<file path="src/rtl/tlb_l2_arbiter_if.sv">
// TLB entry layout shared with tlb_L2, plus the arbiter's requester/L2 bundle.
// The master side is the two refill paths and the L2; the slave side is the arbiter.
package tlb_l2_arbiter_pkg;
  typedef struct packed {
    logic [18:0] vppn;
    logic [5:0]  ps;
    logic        g;
    logic [9:0]  asid;
    logic        e;
    logic        v0;
    logic        d0;
    logic [1:0]  mat0;
    logic [1:0]  plv0;
    logic [19:0] ppn0;
    logic        v1;
    logic        d1;
    logic [1:0]  mat1;
    logic [1:0]  plv1;
    logic [19:0] ppn1;
  } tlb_entry_t;
endpackage

interface tlb_l2_arbiter_if #(parameter int TLBIDLEN = 4);
  import tlb_l2_arbiter_pkg::*;

  logic                req0_valid;
  logic [18:0]         req0_vppn;
  logic [9:0]          req0_asid;
  logic                req0_ready;
  logic                req1_valid;
  logic [18:0]         req1_vppn;
  logic [9:0]          req1_asid;
  logic                req1_ready;

  logic                resp0_valid;
  logic                resp0_found;
  logic [TLBIDLEN-1:0] resp0_index;
  tlb_entry_t          resp0_entry;
  logic                resp1_valid;
  logic                resp1_found;
  logic [TLBIDLEN-1:0] resp1_index;
  tlb_entry_t          resp1_entry;

  logic                maint_valid;

  logic                l2_valid;
  logic [18:0]         l2_vppn;
  logic [9:0]          l2_asid;
  logic                l2_found;
  logic [TLBIDLEN-1:0] l2_index;
  tlb_entry_t          l2_entry;

  modport slave (
    input  req0_valid, req0_vppn, req0_asid,
    input  req1_valid, req1_vppn, req1_asid,
    output req0_ready, req1_ready,
    output resp0_valid, resp0_found, resp0_index, resp0_entry,
    output resp1_valid, resp1_found, resp1_index, resp1_entry,
    input  maint_valid,
    output l2_valid, l2_vppn, l2_asid,
    input  l2_found, l2_index, l2_entry
  );

  modport master (
    output req0_valid, req0_vppn, req0_asid,
    output req1_valid, req1_vppn, req1_asid,
    input  req0_ready, req1_ready,
    input  resp0_valid, resp0_found, resp0_index, resp0_entry,
    input  resp1_valid, resp1_found, resp1_index, resp1_entry,
    output maint_valid,
    input  l2_valid, l2_vppn, l2_asid,
    output l2_found, l2_index, l2_entry
  );
endinterface

</file>
<file path="src/rtl/tlb_l2_arbiter.sv">
// Round-robin share of the L2 TLB lookup port between fetch and load/store; 3 cycles handshake to resp pulse.
// Readys drop outside IDLE and during maintenance; maintenance aborts a lookup, which replays before new grants.
module tlb_l2_arbiter
  import tlb_l2_arbiter_pkg::*;
#(
  parameter int TLBIDLEN = 4
) (
  input  logic           clk,
  input  logic           reset,
  tlb_l2_arbiter_if.slave bus
);

  typedef enum logic [1:0] {
    S_IDLE,
    S_LOOKUP,
    S_RESP
  } state_t;

  state_t              state_q, state_d;
  logic                owner_q;
  logic                pend_q;
  logic                rr_q;
  logic [18:0]         vppn_q;
  logic [9:0]          asid_q;

  logic                resp0_valid_q, resp1_valid_q;
  logic                resp0_found_q, resp1_found_q;
  logic [TLBIDLEN-1:0] resp0_index_q, resp1_index_q;
  tlb_entry_t          resp0_entry_q, resp1_entry_q;

  logic                ready0, ready1;
  logic                grant0, grant1;
  logic                lookup_vld;
  logic                abort;
  logic                complete;

  always_comb begin
    state_d    = state_q;
    ready0     = 1'b0;
    ready1     = 1'b0;
    grant0     = 1'b0;
    grant1     = 1'b0;
    lookup_vld = 1'b0;
    abort      = 1'b0;
    complete   = 1'b0;

    case (state_q)
      S_IDLE: begin
        if (!bus.maint_valid) begin
          if (pend_q) begin
            state_d = S_LOOKUP;
          end else begin
            // Each ready looks only at the other port's valid, so a port
            // never sees its own valid fed back into its ready.
            ready0 = !bus.req1_valid || !rr_q;
            ready1 = !bus.req0_valid ||  rr_q;
            grant0 = bus.req0_valid && ready0;
            grant1 = bus.req1_valid && ready1;
            if (grant0 || grant1) state_d = S_LOOKUP;
          end
        end
      end
      S_LOOKUP: begin
        lookup_vld = 1'b1;
        if (bus.maint_valid) begin
          abort   = 1'b1;
          state_d = S_IDLE;
        end else begin
          state_d = S_RESP;
        end
      end
      S_RESP: begin
        state_d = S_IDLE;
        if (bus.maint_valid) abort = 1'b1;
        else                 complete = 1'b1;
      end
      default: state_d = S_IDLE;
    endcase

    if (reset) begin
      ready0     = 1'b0;
      ready1     = 1'b0;
      grant0     = 1'b0;
      grant1     = 1'b0;
      lookup_vld = 1'b0;
      abort      = 1'b0;
      complete   = 1'b0;
    end
  end

  always_ff @(posedge clk) begin
    if (reset) begin
      state_q       <= S_IDLE;
      owner_q       <= 1'b0;
      pend_q        <= 1'b0;
      rr_q          <= 1'b0;
      vppn_q        <= '0;
      asid_q        <= '0;
      resp0_valid_q <= 1'b0;
      resp1_valid_q <= 1'b0;
      resp0_found_q <= 1'b0;
      resp1_found_q <= 1'b0;
      resp0_index_q <= '0;
      resp1_index_q <= '0;
      resp0_entry_q <= '0;
      resp1_entry_q <= '0;
    end else begin
      state_q       <= state_d;
      resp0_valid_q <= complete && !owner_q;
      resp1_valid_q <= complete &&  owner_q;

      if (grant0) begin
        owner_q <= 1'b0;
        vppn_q  <= bus.req0_vppn;
        asid_q  <= bus.req0_asid;
      end else if (grant1) begin
        owner_q <= 1'b1;
        vppn_q  <= bus.req1_vppn;
        asid_q  <= bus.req1_asid;
      end

      // An aborted lookup keeps owner/vppn_q/asid_q untouched for the replay.
      if (abort) pend_q <= 1'b1;

      if (complete) begin
        pend_q <= 1'b0;
        rr_q   <= !owner_q;
        if (!owner_q) begin
          resp0_found_q <= bus.l2_found;
          resp0_index_q <= bus.l2_index;
          resp0_entry_q <= bus.l2_entry;
        end else begin
          resp1_found_q <= bus.l2_found;
          resp1_index_q <= bus.l2_index;
          resp1_entry_q <= bus.l2_entry;
        end
      end
    end
  end

  assign bus.req0_ready  = ready0;
  assign bus.req1_ready  = ready1;
  assign bus.l2_valid    = lookup_vld;
  assign bus.l2_vppn     = vppn_q;
  assign bus.l2_asid     = asid_q;
  assign bus.resp0_valid = resp0_valid_q;
  assign bus.resp0_found = resp0_found_q;
  assign bus.resp0_index = resp0_index_q;
  assign bus.resp0_entry = resp0_entry_q;
  assign bus.resp1_valid = resp1_valid_q;
  assign bus.resp1_found = resp1_found_q;
  assign bus.resp1_index = resp1_index_q;
  assign bus.resp1_entry = resp1_entry_q;

  a_one_grant: assert property (@(posedge clk) disable iff (reset) !(grant0 && grant1));
  a_one_resp:  assert property (@(posedge clk) disable iff (reset) !(resp0_valid_q && resp1_valid_q));
  a_no_grant_busy: assert property (@(posedge clk) disable iff (reset)
                                    (state_q != S_IDLE) |-> !(ready0 || ready1));

endmodule

</file>
<file path="src/flat_wrapper.sv">
// flat-port wrapper written by rule: the top's interface ports become plain ports
module tlb_l2_arbiter_flat import tlb_l2_arbiter_pkg::*;
#(
  parameter int TLBIDLEN = 4
)
  (clk, reset, bus_req0_valid, bus_req0_vppn, bus_req0_asid, bus_req1_valid, bus_req1_vppn, bus_req1_asid, bus_req0_ready, bus_req1_ready, bus_resp0_valid, bus_resp0_found, bus_resp0_index, bus_resp0_entry, bus_resp1_valid, bus_resp1_found, bus_resp1_index, bus_resp1_entry, bus_maint_valid, bus_l2_valid, bus_l2_vppn, bus_l2_asid, bus_l2_found, bus_l2_index, bus_l2_entry);
  tlb_l2_arbiter_if #(.TLBIDLEN(TLBIDLEN)) bus_i ();
  input  logic clk;
  input  logic reset;
  input wire logic [$bits(bus_i.req0_valid)-1:0] bus_req0_valid;
  input wire logic [$bits(bus_i.req0_vppn)-1:0] bus_req0_vppn;
  input wire logic [$bits(bus_i.req0_asid)-1:0] bus_req0_asid;
  input wire logic [$bits(bus_i.req1_valid)-1:0] bus_req1_valid;
  input wire logic [$bits(bus_i.req1_vppn)-1:0] bus_req1_vppn;
  input wire logic [$bits(bus_i.req1_asid)-1:0] bus_req1_asid;
  output wire logic [$bits(bus_i.req0_ready)-1:0] bus_req0_ready;
  output wire logic [$bits(bus_i.req1_ready)-1:0] bus_req1_ready;
  output wire logic [$bits(bus_i.resp0_valid)-1:0] bus_resp0_valid;
  output wire logic [$bits(bus_i.resp0_found)-1:0] bus_resp0_found;
  output wire logic [$bits(bus_i.resp0_index)-1:0] bus_resp0_index;
  output wire logic [$bits(bus_i.resp0_entry)-1:0] bus_resp0_entry;
  output wire logic [$bits(bus_i.resp1_valid)-1:0] bus_resp1_valid;
  output wire logic [$bits(bus_i.resp1_found)-1:0] bus_resp1_found;
  output wire logic [$bits(bus_i.resp1_index)-1:0] bus_resp1_index;
  output wire logic [$bits(bus_i.resp1_entry)-1:0] bus_resp1_entry;
  input wire logic [$bits(bus_i.maint_valid)-1:0] bus_maint_valid;
  output wire logic [$bits(bus_i.l2_valid)-1:0] bus_l2_valid;
  output wire logic [$bits(bus_i.l2_vppn)-1:0] bus_l2_vppn;
  output wire logic [$bits(bus_i.l2_asid)-1:0] bus_l2_asid;
  input wire logic [$bits(bus_i.l2_found)-1:0] bus_l2_found;
  input wire logic [$bits(bus_i.l2_index)-1:0] bus_l2_index;
  input wire logic [$bits(bus_i.l2_entry)-1:0] bus_l2_entry;
  assign bus_i.req0_valid = bus_req0_valid;
  assign bus_i.req0_vppn = bus_req0_vppn;
  assign bus_i.req0_asid = bus_req0_asid;
  assign bus_i.req1_valid = bus_req1_valid;
  assign bus_i.req1_vppn = bus_req1_vppn;
  assign bus_i.req1_asid = bus_req1_asid;
  assign bus_req0_ready = bus_i.req0_ready;
  assign bus_req1_ready = bus_i.req1_ready;
  assign bus_resp0_valid = bus_i.resp0_valid;
  assign bus_resp0_found = bus_i.resp0_found;
  assign bus_resp0_index = bus_i.resp0_index;
  assign bus_resp0_entry = bus_i.resp0_entry;
  assign bus_resp1_valid = bus_i.resp1_valid;
  assign bus_resp1_found = bus_i.resp1_found;
  assign bus_resp1_index = bus_i.resp1_index;
  assign bus_resp1_entry = bus_i.resp1_entry;
  assign bus_i.maint_valid = bus_maint_valid;
  assign bus_l2_valid = bus_i.l2_valid;
  assign bus_l2_vppn = bus_i.l2_vppn;
  assign bus_l2_asid = bus_i.l2_asid;
  assign bus_i.l2_found = bus_l2_found;
  assign bus_i.l2_index = bus_l2_index;
  assign bus_i.l2_entry = bus_l2_entry;
  tlb_l2_arbiter #(.TLBIDLEN(TLBIDLEN)) u_core (.clk(clk), .reset(reset), .bus(bus_i));
endmodule
</file>
<file path="config.mk">
export PLATFORM = sky130hd
export DESIGN_NAME = tlb_l2_arbiter_flat
export DESIGN_NICKNAME = d
export VERILOG_FILES = /design/src/rtl/tlb_l2_arbiter_if.sv /design/src/rtl/tlb_l2_arbiter.sv /design/src/flat_wrapper.sv
export SDC_FILE = /design/constraint.sdc
export NUM_CORES = 1
export LEC_CHECK = 0
export ABC_AREA = 1
export CORE_UTILIZATION = 32
export DETAILED_ROUTE_END_ITERATION = 7
export GPL_TIMING_DRIVEN = 0
export RECOVER_POWER = 100
export REMOVE_ABC_BUFFERS = 1
export SLEW_MARGIN = 20
export SYNTH_ARGS = -nofsm -noshare
export SYNTH_HDL_FRONTEND = slang
export SYNTH_SLANG_ARGS = --single-unit
</file>
<file path="constraint.sdc">
create_clock -name clk -period 4.8 [get_ports clk]
set_input_delay 0.72 -clock clk [delete_from_list [all_inputs] [get_ports clk]]
set_output_delay 0.72 -clock clk [all_outputs]
set_load 0.02 [all_outputs]
</file>
* Yosys cells after proc, flatten, opt, wreduce, memory -nomap -nowiden *
Index checks and enable logic that the tools add are counted.
W data, S select, Z words.

word-level totals
  register bits = 224
  bits in latches = 0
  memory bits (writable) = 0
  ROM bits = 0
  input bits = 157
  word-level logic and storage cells = 99
  memories kept = 0

cells by class
  add/sub/neg operators = 0
  multiply operators = 0
  div/mod/pow operators = 0
  magnitude comparators = 0
  equal/unequal tests = 4
  shift-type cells = 0
  multiplexer cells = 33
  bitwise gates (word level) = 1
  reduce and logical (&&, ||, !) cells = 19

operator list
  cell                  count
  $mux W19              2
  $mux W1               24
  $mux W10              2
  $mux W2               4
  $reduce_and A2 Y1     3
  $reduce_or A2 Y1      3
  $logic_and A1 B1 Y1   4
  $logic_not A1 Y1      4
  $pmux W2 S2           1
  $logic_or A1 B1 Y1    3
  $ne A3 B1 Y1 const B  1
  $eq A2 B1 Y1 const B  1
  $eq A2 B2 Y1 const B  1
  $logic_not A2 Y1      1
  $ne A2 B2 Y1 const B  1
  $reduce_bool A2 Y1    1
  $not A1 Y1            1

* Longest topological paths before layout *
  depth after elaboration = 9
  mapped depth = 11
  mapped depth without buffers = 9

* Worst setup path after synthesis *
Ideal clock, no wire load.

  path type = input to output
  start = in reset
  end = out bus_req0_ready
  arrival time = 1.418 ns
  required time = 4.080 ns
  slack = 2.662 ns
  stages = 2
  buffers on the path = 1
  cell sequence = clkbuf_1 nor3_1

between the ends
  longest elaborated chain between the ends = 1

RTL lines
  what             RTL line              text
  start, declared  flat_wrapper.sv:9     input logic reset;
  $mux W1          tlb_l2_arbiter.sv:80  if (reset) begin
  end, declared    flat_wrapper.sv:16    output wire logic [$bits(bus_i.req0_ready)-1:0] bus_req0_ready;

No other way between the ends.

* Final worst setup path *
  start = in reset
  end = reg u_core.resp1_entry_q (netlist bit u_core.bus.resp1_entry[1])

between the ends
  longest elaborated chain between the ends = 2

RTL lines
  what                                RTL line               text
  $mux W1                             tlb_l2_arbiter.sv:80
  $reduce_and A2 Y1 (no source line)  n/a
  end signal, assigned                tlb_l2_arbiter.sv:135  resp1_entry_q <= bus.l2_entry;
  end, declared                       tlb_l2_arbiter.sv:29   tlb_entry_t resp0_entry_q, resp1_entry_q;

Several ways; a longest one is shown, not always the timed one.
A chain may end at the register's enable or synchronous reset.

==> run_results.csv <==
group,metric,value,unit
place,dp_slack,0.389,ns
power_and_ir_drop,p_per_area,340,nW/um^2
cts,cts_buffer_depth,3,
cts,cts-hold-fix-buffers,0,
detailed_routing,vias,7998,
power_and_ir_drop,vdd_drop_max,0.204,mV
floorplan,core,25100,sq um
critical_path,setup.worst_path.end_class,"register",
layout,final_area,13100,sq um
global_route,grt_pass1_vias,7259,
sta,period_share,84.7,%
critical_path,cp.arrival,4.50,ns
synthesis,avgSynthCellArea,7.65,sq um
floorplan,dieHeight,162,um
sta,timing.fmax,246,MHz
synthesis,ys_types,23,
cts,cts_tree,"built",
floorplan,rows,58,
sta,finClkSkew,0.00858,ns
global_route,grt_overflow,0,
cts,cts_setup_buffers,0,
synthesis,ys_warn_count,0,
synthesis,synth_seq_cells,224,
detailed_routing,drtAntennaViolNets,0,
cts,clock-sinks,224,
layout,drive_gt1_share,4.06,%
floorplan,initial_core_util,32.6,%
sta,hold_viol,0,
synthesis,synth_area,8190,sq um
sta,tightest_slew,1.29,ns
cts,ctsResizeCount,0,
place,place_area,12300,sq um
sta,min_period,4.07,ns
synthesis,synthCells,1071,
global_route,antenna_found_initial,1,
cts,path_clk_slew,0.06,ns
place,place_hpwl,18000,um
place,numPortBuffers,378,
status,status,"finished clean",
synthesis,seq_area_frac_synth,54.8,%
critical_path,worst_setup_path_start_kind,"input port",
detailed_routing,drc,0,
cts,clk_latency,0.51,ns
sta,setup_slack,0.734,ns
layout,nNetsFinal,1572,
detailed_routing,routed_wl,25600,um
critical_path,worstSetupPathType,"input port to register",
layout,n_fill_cell,2440,
cts,ctsRootBufferMaster,"clkbuf_16",
place,place_inst,1714,
critical_path,crit_fanout,118,
floorplan,die_width,162,um
floorplan,die_area,26200,sq um
global_route,grt_use_total,18.8,%
cts,cts_buffers,25,
detailed_routing,vias_per_cell,4.54,
cts,h-tree-depth,1,
critical_path,required,5.23,ns
global_route,grt_pass1_wl,39800,um
sta,max_slew_margin,13.9,%
min_path,hold_path.class,"register to register",
power_and_ir_drop,total_leakage_power,5.43,nW
layout,syn_to_final_growth,59.8,%
sta,rsz0062_at_grt,"no",
detailed_routing,drt-initial-drc-count,541,
sta,setup-violations-final,0,
sta,slew_violations,0,
global_route,grt_max_degree,119,
flow_run,maxCapViolations,0,
detailed_routing,wl_per_cell,14.5,um
detailed_routing,drtPass1Iterations,5,
place,gp_congestion,0.755,
floorplan,io_pins,379,
layout,stdcell_count,1760,
==> metrics by stage <==
step | hold WS (ns) | util [%] | power, W | setup TNS [ns]
2_1_floorplan | 0.437 | - | 0.00229 | -27.64
3_3_place_gp | 0.454 | 47.9 | 0.00266 | -752.30
3_5_place_dp | 0.460 | 49.1 | 0.00267 | 0
4_1_cts | 0.472 | 52.3 | 0.00455 | 0
5_1_grt | 0.480 | 52.1 | 0.00466 | 0
6_report | 0.464 | 52.1 | 0.00445 | 0
==> critical path: stages <==
cell and delay, ns:
dlygate4sd3_1 0.82, inv_8 0.50, buf_16 0.41, nand3_1 0.27, nor2_2 0.96, buf_12 0.29
buf_16 0.18, buf_16 0.16, nand2_1 0.06, o21ai_0 0.07
==> cell usage after synthesis, drive strengths merged <==
cell,number,area share (%)
buf,39,2.6
nor2,29,1.6
ha,4,0.61
o21ai,239,15
o22ai,1,0.076
nand2,422,19
nor3,1,0.061
nand3,13,0.92
clkbuf,38,1.7
a21oi,13,0.79
and2,22,1.7
inv,25,1.1
a211oi,1,0.092
dfxtp,224,55
==> kinds of logic (layout without fill, tap and decap cells) <==
logic type	after synthesis	in the layout	share of synthesized area [%]
buffers and inverters	102	460	5.50
DFF	224	224	54.8
and+or+nand+nor	487	487	23.6
AOI/OAI and AO/OA	254	254	15.6
other	0	1	0
adders and majority gates	4	4	0.611
==> where the power goes <==
group          internal, W  leakage (nW)  total, W  switching, W
Clock              0.00111         0.394   0.00186      0.000753
Combinational     0.000286          3.22  0.000607      0.000321
Sequential         0.00194          1.81   0.00198     0.0000379
==> layout make-up <==
cell class	count	area, sq um	area share [%]
sequential	224	4480	34.3
timing repair buffer	390	4030	30.8
multi-input combinational	745	3260	24.9
clock buffer	38	734	5.61
tap	330	413	3.15
inverter	25	101	0.774
clock inverter	7	66.3	0.507
antenna	1	2.50	0.0191
==> path summary, 6_finish.rpt <==
path,cells past startpoint,startpoint,slack [ns],endpoint
worst max-delay path,10,reset,0.73,u_core.bus.resp1_entry[1]
worst min-delay path,2,u_core.bus.resp1_entry[21],0.46,u_core.bus.resp1_entry[21]
worst max register to register,8,u_core.state_q[1],1.72,u_core.bus.l2_vppn[17]
worst min register to register,2,u_core.bus.resp1_entry[21],0.46,u_core.bus.resp1_entry[21]
==> cell usage in the layout (no fill, tap or decap), types with 2 or more instances in the layout <==
cell | Yosys | routed
and2_0 | 3 | 3
o21ai_1 | 94 | 11
buf_12 | 0 | 2
ha_1 | 4 | 4
inv_1 | 23 | 23
clkbuf_1 | 38 | 7
nand2_1 | 422 | 422
clkinv_2 | 0 | 4
a21oi_1 | 13 | 13
nand3_1 | 11 | 11
o21ai_0 | 145 | 228
and2_1 | 19 | 19
nor2_4 | 2 | 2
clkbuf_2 | 0 | 3
clkbuf_8 | 0 | 6
clkdlybuf4s50_1 | 0 | 155
nor2_1 | 25 | 25
clkbuf_16 | 0 | 25
dlygate4sd3_1 | 0 | 223
nor2_2 | 2 | 2
nand3_2 | 2 | 2
dfxtp_1 | 224 | 224
buf_16 | 0 | 7
==> sequential cells by signal, summed over array words and instances (netlist names), 2 cells and up <==
register / cells
u_core.bus.l2_vppn: 19
u_core.bus.resp1_entry: 89
u_core.state_q: 2
u_core.bus.resp1_index: 4
u_core.bus.l2_asid: 10
u_core.bus.resp0_entry: 89
u_core.bus.resp0_index: 4
==> per-layer routing <==
metal	track usage (%)	up-vias	part of all wire [%]
met4	4.97	0	2.2
met5	0	-	0
met3	6.97	38	10
met1	22.8	3538	42
met2	31.1	306	46
li1	-	4116	-
(Power assumes the default switching activity.)
